<file path="src/rtl/fm_ctrl_pkg.sv">
// Shared definitions for the FM stereo modulator control scheduler:
// config register addresses, commit-state encoding and the gain bundle.
package fm_ctrl_pkg;

  localparam logic [1:0] CFG_KS = 2'd0;
  localparam logic [1:0] CFG_KD = 2'd1;
  localparam logic [1:0] CFG_KP = 2'd2;
  localparam logic [1:0] CFG_KF = 2'd3;

  typedef enum logic [0:0] {
    ST_IDLE    = 1'b0,
    ST_PENDING = 1'b1
  } commit_state_e;

  typedef struct packed {
    logic [3:0] ks;
    logic [3:0] kd;
    logic [3:0] kp;
    logic [7:0] kf;
  } gains_t;

  // Builds the shadow image after a single-register write; the 4-bit gains drop data[7:4].
  function automatic gains_t apply_cfg_write(input gains_t cur, input logic [1:0] addr,
                                             input logic [7:0] data);
    gains_t nxt;
    nxt = cur;
    case (addr)
      CFG_KS:  nxt.ks = data[3:0];
      CFG_KD:  nxt.kd = data[3:0];
      CFG_KP:  nxt.kp = data[3:0];
      CFG_KF:  nxt.kf = data;
      default: nxt = cur;
    endcase
    return nxt;
  endfunction

endpackage

</file>
<file path="src/rtl/fm_ctrl_scheduler_if.sv">
// Gain-configuration handshake between a host and the FM control scheduler.
interface fm_ctrl_scheduler_if;

  logic       cfg_valid;
  logic       cfg_ready;
  logic [1:0] cfg_addr;
  logic [7:0] cfg_data;
  logic       cfg_commit;
  logic       commit_done;

  modport master (
    output cfg_valid,
    output cfg_addr,
    output cfg_data,
    output cfg_commit,
    input  cfg_ready,
    input  commit_done
  );

  modport slave (
    input  cfg_valid,
    input  cfg_addr,
    input  cfg_data,
    input  cfg_commit,
    output cfg_ready,
    output commit_done
  );

endinterface

</file>
<file path="src/rtl/fm_clken_gen.sv">
// Divides the system clock into phase-aligned 192 kHz / 48 kHz enable pulses.
// tick48_o is the unregistered frame strobe: true on the edge that raises clken48_o.
module fm_clken_gen #(
  parameter int unsigned DIV192 = 512
) (
  input  logic clk_i,
  input  logic rst_i,
  output logic tick48_o,
  output logic clken192_o,
  output logic clken48_o
);

  localparam int CNT_W = $clog2(DIV192);

  logic [CNT_W-1:0] cnt_q;
  logic [CNT_W-1:0] cnt_d;
  logic [1:0]       slot_q;
  logic [1:0]       slot_d;
  logic             clken192_q;
  logic             clken48_q;
  logic             wrap_s;

  assign wrap_s   = (cnt_q == CNT_W'(DIV192 - 1));
  assign tick48_o = wrap_s && (slot_q == 2'd3);

  always_comb begin
    cnt_d  = cnt_q;
    slot_d = slot_q;
    if (wrap_s) begin
      cnt_d  = '0;
      slot_d = slot_q + 2'd1;
    end else begin
      cnt_d  = cnt_q + CNT_W'(1);
      slot_d = slot_q;
    end
  end

  // Slot starts at 3 so the very first 192 kHz pulse is also a 48 kHz frame boundary.
  always_ff @(posedge clk_i) begin
    if (rst_i) begin
      cnt_q      <= '0;
      slot_q     <= 2'd3;
      clken192_q <= 1'b0;
      clken48_q  <= 1'b0;
    end else begin
      cnt_q      <= cnt_d;
      slot_q     <= slot_d;
      clken192_q <= wrap_s;
      clken48_q  <= tick48_o;
    end
  end

  assign clken192_o = clken192_q;
  assign clken48_o  = clken48_q;

endmodule

</file>
<file path="src/rtl/fm_ctrl_scheduler.sv">
// Control/timing master for the FM stereo modulator: clock enables, shadowed gain
// registers committed atomically at a 48 kHz frame boundary, and startup output gating.
module fm_ctrl_scheduler
  import fm_ctrl_pkg::*;
#(
  parameter int unsigned DIV192         = 512,
  parameter int unsigned STARTUP_FRAMES = 4,
  parameter logic [3:0]  KS_INIT        = 4'd1,
  parameter logic [3:0]  KD_INIT        = 4'd1,
  parameter logic [3:0]  KP_INIT        = 4'd2,
  parameter logic [7:0]  KF_INIT        = 8'd64
) (
  input  logic                 clock,
  input  logic                 reset,
  fm_ctrl_scheduler_if.slave   cfg,
  output logic                 clken192kHz,
  output logic                 clken48kHz,
  output logic [3:0]           Ks,
  output logic [3:0]           Kd,
  output logic [3:0]           Kp,
  output logic [7:0]           Kf,
  output logic                 fm_enable
);

  localparam gains_t GAINS_INIT = '{ks: KS_INIT, kd: KD_INIT, kp: KP_INIT, kf: KF_INIT};

  commit_state_e state_q;
  commit_state_e state_d;
  gains_t        shadow_q;
  gains_t        shadow_d;
  gains_t        active_q;
  gains_t        active_d;
  logic          ready_q;
  logic          ready_d;
  logic          done_q;
  logic          done_d;
  logic [3:0]    frame_q;
  logic [3:0]    frame_d;
  logic          fm_en_q;
  logic          fm_en_d;
  logic          tick48_s;
  logic          write_s;
  logic          load_s;

  fm_clken_gen #(
    .DIV192 (DIV192)
  ) u_clken (
    .clk_i      (clock),
    .rst_i      (reset),
    .tick48_o   (tick48_s),
    .clken192_o (clken192kHz),
    .clken48_o  (clken48kHz)
  );

  assign write_s = cfg.cfg_valid && ready_q;
  assign load_s  = (state_q == ST_PENDING) && tick48_s;

  always_ff @(posedge clock) begin
    if (reset) begin
      state_q <= ST_IDLE;
    end else begin
      state_q <= state_d;
    end
  end

  always_comb begin
    state_d = state_q;
    case (state_q)
      ST_IDLE: begin
        if (cfg.cfg_commit) state_d = ST_PENDING;
        else                state_d = ST_IDLE;
      end
      ST_PENDING: begin
        if (tick48_s) state_d = ST_IDLE;
        else          state_d = ST_PENDING;
      end
      default: state_d = ST_IDLE;
    endcase
  end

  // Ready follows the registered state, so it reopens one cycle after the commit lands.
  always_comb begin
    ready_d  = (state_q == ST_IDLE) && !cfg.cfg_commit;
    done_d   = load_s;
    active_d = active_q;
    if (load_s) active_d = shadow_q;
    else        active_d = active_q;
  end

  always_comb begin
    shadow_d = shadow_q;
    if (write_s) shadow_d = apply_cfg_write(shadow_q, cfg.cfg_addr, cfg.cfg_data);
    else         shadow_d = shadow_q;
  end

  always_comb begin
    frame_d = frame_q;
    fm_en_d = fm_en_q;
    if (tick48_s && !fm_en_q) begin
      frame_d = frame_q + 4'd1;
      if (frame_q == 4'(STARTUP_FRAMES - 1)) fm_en_d = 1'b1;
      else                                   fm_en_d = 1'b0;
    end else begin
      frame_d = frame_q;
      fm_en_d = fm_en_q;
    end
  end

  always_ff @(posedge clock) begin
    if (reset) begin
      shadow_q <= GAINS_INIT;
      active_q <= GAINS_INIT;
      ready_q  <= 1'b1;
      done_q   <= 1'b0;
      frame_q  <= 4'd0;
      fm_en_q  <= 1'b0;
    end else begin
      shadow_q <= shadow_d;
      active_q <= active_d;
      ready_q  <= ready_d;
      done_q   <= done_d;
      frame_q  <= frame_d;
      fm_en_q  <= fm_en_d;
    end
  end

  assign cfg.cfg_ready   = ready_q;
  assign cfg.commit_done = done_q;
  assign Ks              = active_q.ks;
  assign Kd              = active_q.kd;
  assign Kp              = active_q.kp;
  assign Kf              = active_q.kf;
  assign fm_enable       = fm_en_q;

endmodule
</file>
<file path="src/flat_wrapper.sv">
// flat-port wrapper written by rule: the top's interface ports become plain ports
module fm_ctrl_scheduler_flat import fm_ctrl_pkg::*;
#(
  parameter int unsigned DIV192         = 512,
  parameter int unsigned STARTUP_FRAMES = 4,
  parameter logic [3:0]  KS_INIT        = 4'd1,
  parameter logic [3:0]  KD_INIT        = 4'd1,
  parameter logic [3:0]  KP_INIT        = 4'd2,
  parameter logic [7:0]  KF_INIT        = 8'd64
)
  (clock, reset, clken192kHz, clken48kHz, Ks, Kd, Kp, Kf, fm_enable, cfg_cfg_valid, cfg_cfg_addr, cfg_cfg_data, cfg_cfg_commit, cfg_cfg_ready, cfg_commit_done);
  fm_ctrl_scheduler_if cfg_i ();
  input  logic clock;
  input  logic reset;
  output logic clken192kHz;
  output logic clken48kHz;
  output logic [3:0] Ks;
  output logic [3:0] Kd;
  output logic [3:0] Kp;
  output logic [7:0] Kf;
  output logic fm_enable;
  input wire logic [$bits(cfg_i.cfg_valid)-1:0] cfg_cfg_valid;
  input wire logic [$bits(cfg_i.cfg_addr)-1:0] cfg_cfg_addr;
  input wire logic [$bits(cfg_i.cfg_data)-1:0] cfg_cfg_data;
  input wire logic [$bits(cfg_i.cfg_commit)-1:0] cfg_cfg_commit;
  output wire logic [$bits(cfg_i.cfg_ready)-1:0] cfg_cfg_ready;
  output wire logic [$bits(cfg_i.commit_done)-1:0] cfg_commit_done;
  assign cfg_i.cfg_valid = cfg_cfg_valid;
  assign cfg_i.cfg_addr = cfg_cfg_addr;
  assign cfg_i.cfg_data = cfg_cfg_data;
  assign cfg_i.cfg_commit = cfg_cfg_commit;
  assign cfg_cfg_ready = cfg_i.cfg_ready;
  assign cfg_commit_done = cfg_i.commit_done;
  fm_ctrl_scheduler #(.DIV192(DIV192), .STARTUP_FRAMES(STARTUP_FRAMES), .KS_INIT(KS_INIT), .KD_INIT(KD_INIT), .KP_INIT(KP_INIT), .KF_INIT(KF_INIT)) u_core (.clock(clock), .reset(reset), .cfg(cfg_i), .clken192kHz(clken192kHz), .clken48kHz(clken48kHz), .Ks(Ks), .Kd(Kd), .Kp(Kp), .Kf(Kf), .fm_enable(fm_enable));
endmodule
</file>
<file path="config.mk">
export PLATFORM = sky130hd
export DESIGN_NAME = fm_ctrl_scheduler_flat
export DESIGN_NICKNAME = d
export VERILOG_FILES = /design/src/rtl/fm_ctrl_pkg.sv /design/src/rtl/fm_ctrl_scheduler_if.sv /design/src/rtl/fm_clken_gen.sv /design/src/rtl/fm_ctrl_scheduler.sv /design/src/flat_wrapper.sv
export SDC_FILE = /design/constraint.sdc
export NUM_CORES = 1
export LEC_CHECK = 0
export ABC_AREA = 1
export BUFFER_PORTS_ARGS = -buffer_cell sky130_fd_sc_hd__buf_2
export CAP_MARGIN = 15
export CORE_MARGIN = 4
export CORE_UTILIZATION = 37
export CTS_CLUSTER_DIAMETER = 150
export CTS_CLUSTER_SIZE = 14
export DETAILED_ROUTE_END_ITERATION = 16
export PLACE_DENSITY_LB_ADDON = 0.08
export SYNTH_ARGS = -nofsm -noshare
export SYNTH_HDL_FRONTEND = slang
export SYNTH_SLANG_ARGS = --single-unit
</file>
<file path="constraint.sdc">
create_clock -name clock -period 1.73 [get_ports clock]
set_input_delay 0 -clock clock [delete_from_list [all_inputs] [get_ports clock]]
set_output_delay 0 -clock clock [all_outputs]
set_load 0.005 [all_outputs]
</file>
# == Yosys cells after proc, flatten, opt, wreduce, memory -nomap -nowiden ==
# Cells that the tools add are included.
# word_totals
word_cells,44
register_bits,61
# classes
n_eq_ne,6
addsub,3
reduce_logical,13
bitwise_logic,1
muxes,4
# ops
operator,n
9-bit by 1-bit adder with 9-bit output (second input constant),1
9-bit == test (second input constant),1
2-bit AND reduction,4
2-bit == test (second input constant),3
1-bit logical AND,5
4-bit by 1-bit adder with 4-bit output (second input constant),1
4-bit by 2-bit == test with 1-bit output (second input constant),1
1-bit 2-to-1 mux,3
2-bit by 1-bit adder with 2-bit output (second input constant),1
2-bit by 1-bit == test with 1-bit output (second input constant),1
1-bit logical NOT,2
2-bit logical NOT,1
1-bit case mux with 2 select lines,1
2-bit OR reduction,1
1-bit NOT,1

# == Depth between registers and ports, before layout ==
# logic_depth
word_depth,4
ltp_mapped,11
depth_no_buf,11

# == By module ==
# A second synthesis with hierarchy kept.
# unflattened
cells_unflattened,282
hier_area_um2,2244.7
# modules_own_cells
module,seq_area_each_um2,n_inst,cells_per_inst,area_per_inst_um2
fm_ctrl_scheduler,960.9,1,210,1694.1
fm_clken_gen,260.2,1,72,550.5

# == Worst setup path before layout ==
# Ideal clock, no wire load.
# synth_timing
path_type,register to register
from,register u_core.u_clken.cnt_q[0]
to,register u_core.frame_q[3]
stages_incl_launch_ff,12
arrival_ps,1501
path_buffers,0
path_slack_ps,116
period_less_slack_ps,1614
setup_ps,113
cell_sequence,dfxtp_1 > ha_1 > nand2_1 > inv_1 > nand3_1 > nor2_1 > ha_1 > nand2_1 > nor2_4 > nand4_1 > nand2_1 > nor2_1
# synth_between
elab_chain_cells,3
# synth_rtl
item,line_no,source
from (decl),fm_clken_gen.sv:15,logic [CNT_W-1:0] cnt_q;
from (signal assigned),fm_clken_gen.sv:46,cnt_q <= cnt_d;
9-bit == test,fm_clken_gen.sv:23,assign wrap_s = (cnt_q == CNT_W'(DIV192 - 1));
net u_core.u_clken.wrap_s,fm_clken_gen.sv:21,logic wrap_s;
1-bit logical AND,fm_clken_gen.sv:24,assign tick48_o = wrap_s && (slot_q == 2'd3);
1-bit logical AND,fm_ctrl_scheduler.sv:99,if (tick48_s && !fm_en_q) begin
to (signal assigned),fm_ctrl_scheduler.sv:122,frame_q <= frame_d;
to (decl),fm_ctrl_scheduler.sv:37,logic [3:0] frame_q;
# The timed path passes the listed nets, and every way through them passes these cells.
# A chain may end at the register's enable or synchronous reset.

# == Worst setup path in the final report ==
# layout_timing
from,register u_core.u_clken.cnt_q[1]
to,register u_core.active_q (netlist bit u_core.Ks[2])
# layout_between
elab_chain_cells,3
# layout_rtl
item,line_no,source
9-bit == test,fm_clken_gen.sv:23,
net u_core.u_clken.wrap_s,fm_clken_gen.sv:21,
1-bit logical AND,fm_clken_gen.sv:24,
1-bit logical AND,fm_ctrl_scheduler.sv:56,assign load_s = (state_q == ST_PENDING) && tick48_s;
to (signal assigned),fm_ctrl_scheduler.sv:119,active_q <= active_d;
to (decl),fm_ctrl_scheduler.sv:31,gains_t active_q;
# The timed path passes the listed nets, and every way through them passes these cells.

==> impl_metrics.tcl <==
set metrics [dict create \
    status "complete, no violations" \
    start_util_pct 39.11 \
    drc 0 \
    cpLargestDelayFamily "simple AND/OR/NAND/NOR gates" \
    rows 27 \
    fin_nets 365 \
    worstHoldStart "cfg_cfg_addr[1]" \
    drtAntennaViolNets 0 \
    crit_fanout 5 \
    power_density_nw_per_um2 952.0 \
    area_growth_pct 37.20 \
    grt_max_degree 24 \
    num_vias 1974 \
    grt_pass1_wl_um 8086 \
    critPathBufInv 3 \
    clock_path_buffers 2 \
    routed_wl_um 5022 \
    synthCells 282 \
    fmax_ghz 0.5841 \
    startpoint "u_core.u_clken.cnt_q[1]" \
    n_fill_cell 575 \
    drt_iter0_markers 93 \
    critPathMaxStageDelay_ps 350 \
    port_buffers 38 \
    multiInputGateArea_um2 967.2 \
    wl_per_cell_um 11.84 \
    ios 39 \
    firstDrtPassIters 4 \
    fin_worst_skew_ps 8.220 \
    seq_area_um2 1226 \
    design_area_um2 3045 \
    slew_headroom_pct 69.02 \
    die_height_um 85.46 \
    syn_area_per_cell_um2 7.871 \
    criticalPathCategory "register to register" \
    peakVddDrop_uv 466.9 \
    finalMaxSlewViolations 0 \
    grt.overflow.total 0 \
    setup_viol 0 \
    grt_pass1_vias 1814 \
    yosys_warnings 0 \
    final_cell_mix "dfxtp_1 (59), nor2_1 (51), nand2_1 (50)" \
    cp.required_ps 2000 \
    synth_nets 300 \
    path_clk_slew_ps 60 \
    n_antenna_cell 0 \
    dieArea_um2 7303 \
    power_leakage_nw 1.371 \
    grt_setup_unrepaired "true" \
    cts_sinks 61 \
    root_buffer "clkbuf_8" \
    period_needed_ps 1712 \
    cts_tree "built" \
    endpoint_kind "register" \
    ys_seq_area_share_pct 55.02 \
    slowest_stage "dfxtp_2" \
    die_width_um 85.46 \
    htree_levels 3 \
    arrival_ps 1980 \
    synth_area_um2 2220 \
    final_common_cell "dfxtp_1" \
    drv_cap 0 \
    finalNonFillerCells 424 \
    crit-reg2reg-launch "u_core.u_clken.cnt_q[1]" \
    hold_viol_final 0 \
    core_um2 5675 \
    ys_types 18 \
    critPathLaunchType "register" \
    cts_buffers 9 \
    dp_cells 391 \
    vias_per_cell 4.656 \
    dpl-instance-area_um2 2531 \
    gp_congestion 0.7895 \
    antenna_found_initial 0 \
    tightest_slew_ps 464.2 \
    hold_class "input port to register" \
    path_cells "ha_4 -> nand2_4 -> inv_2 -> nand3_2 -> nor2_1 -> ha_2 -> nand3_4 -> inv_6 -> clkbuf_16 -> nand2_2 -> a21oi_2" \
    period_share_pct 98.97 \
    dp_hpwl_um 3224 \
    track_usage_pct 14.18 \
    drive_gt1_share_pct 28.41 \
    synth.ff_latch_count 61 \
    clock_latency_ps 330 \
]
==> final timing paths <==
kind	to	slack, ps	depth (start not counted)
worst max-delay path	u_core.Ks[2]	20	11
worst min-delay path	u_core.shadow_q[9]	100	4
worst min register to register	u_core.Kf[7]	460	2
worst max register to register	u_core.Ks[2]	20	11
==> cell usage after synthesis <==
cell,n,area [µm²]
nor2_4,1,11.26
inv_2,1,3.750
nand3_2,2,20.02
clkbuf_1,2,7.510
nand4_1,2,12.51
dfxtp_1,61,1221
buf_2,4,20.02
nand2_1,62,232.7
nand3b_1,2,15.01
a21oi_1,24,120.1
o21ai_0,22,110.1
nor3_1,2,10.01
inv_1,20,75.07
buf_6,2,22.52
nor2_1,53,198.9
nand3_1,17,85.08
buf_1,1,3.750
ha_1,4,50.05
==> routing by layer <==
metal	part of all wire, %	track usage (%)
met1	46	17.12
met4	2.0	8.633
met2	47	22.25
met5	0	0
met3	4.7	3.981
==> worst register-to-register path: stages (launching register included) <==
cell,delay [ps]
dfxtp_2,350
ha_4,150
nand2_4,50
inv_2,70
nand3_2,80
nor2_1,120
ha_2,270
nand3_4,130
inv_6,120
clkbuf_16,150
nand2_2,50
a21oi_2,110
==> flip-flops by register name (all words and copies together) (netlist names) <==
| name | count |
|---|---|
| u_core.u_clken.slot_q | 2 |
| u_core.Kf | 8 |
| u_core.state_q | 1 |
| u_core.cfg.commit_done | 1 |
| u_core.Kp | 4 |
| u_core.u_clken.clken192_o | 1 |
| u_core.Kd | 4 |
| u_core.Ks | 4 |
| u_core.fm_enable | 1 |
| u_core.u_clken.cnt_q | 9 |
| u_core.cfg.cfg_ready | 1 |
| u_core.shadow_q | 20 |
| u_core.u_clken.clken48_o | 1 |
| u_core.frame_q | 4 |
==> layout make-up <==
| cell class | instances | area share [%] |
|---|---|---|
| sequential | 61 | 40.26 |
| multi-input combinational | 191 | 31.76 |
| timing repair buffer | 63 | 15.37 |
| clock buffer | 12 | 5.423 |
| tap | 72 | 2.958 |
| inverter | 21 | 2.753 |
| clock inverter | 4 | 1.479 |
==> where the power goes <==
part / switching (mW) / total, mW / internal, mW / leakage [nW]
registers: 0.0211 / 1.46 / 1.44 / 0.496
logic: 0.0772 / 0.137 / 0.0603 / 0.764
clock network: 0.530 / 1.31 / 0.775 / 0.112
==> what timing repair did <==
item | 4_1_cts | 5_1_grt
gates resized for setup | 0 | 36
hold endpoints to repair | 18 | 0
hold buffers | 9 | 0
setup buffers | 0 | 5
setup endpoints to repair | 0 | 35
==> through the flow <==
step / utilization, % / TNS [ps] / power [mW] / hold WS [ps] / setup WS, ps
floorplan: - / 0 / 1.548 / 69.07 / 116.0
global placement: 44.60 / 0 / 1.597 / 212.1 / 59.08
detailed placement: 44.60 / 0 / 1.597 / 217.7 / 10.01
CTS: 49.89 / 0 / 2.934 / 82.23 / 5.048
global route: 53.66 / -1004 / 3.036 / 122.1 / -75.11
finish: 53.66 / 0 / 2.899 / 100.1 / 17.85
==> kinds of logic (layout without fill, tap and decap cells) <==
| family | after synthesis | in the layout | synth area share [%] |
|---|---|---|---|
| adder cells (fa/ha/maj) | 4 | 4 | 2.255 |
| AO/OA/AOI/OAI | 46 | 46 | 10.37 |
| AND/OR/NAND/NOR | 141 | 141 | 26.38 |
| buffers and inverters | 30 | 100 | 5.975 |
| flip-flops | 61 | 61 | 55.02 |
Note: power is estimated with default switching activity, not from simulation.
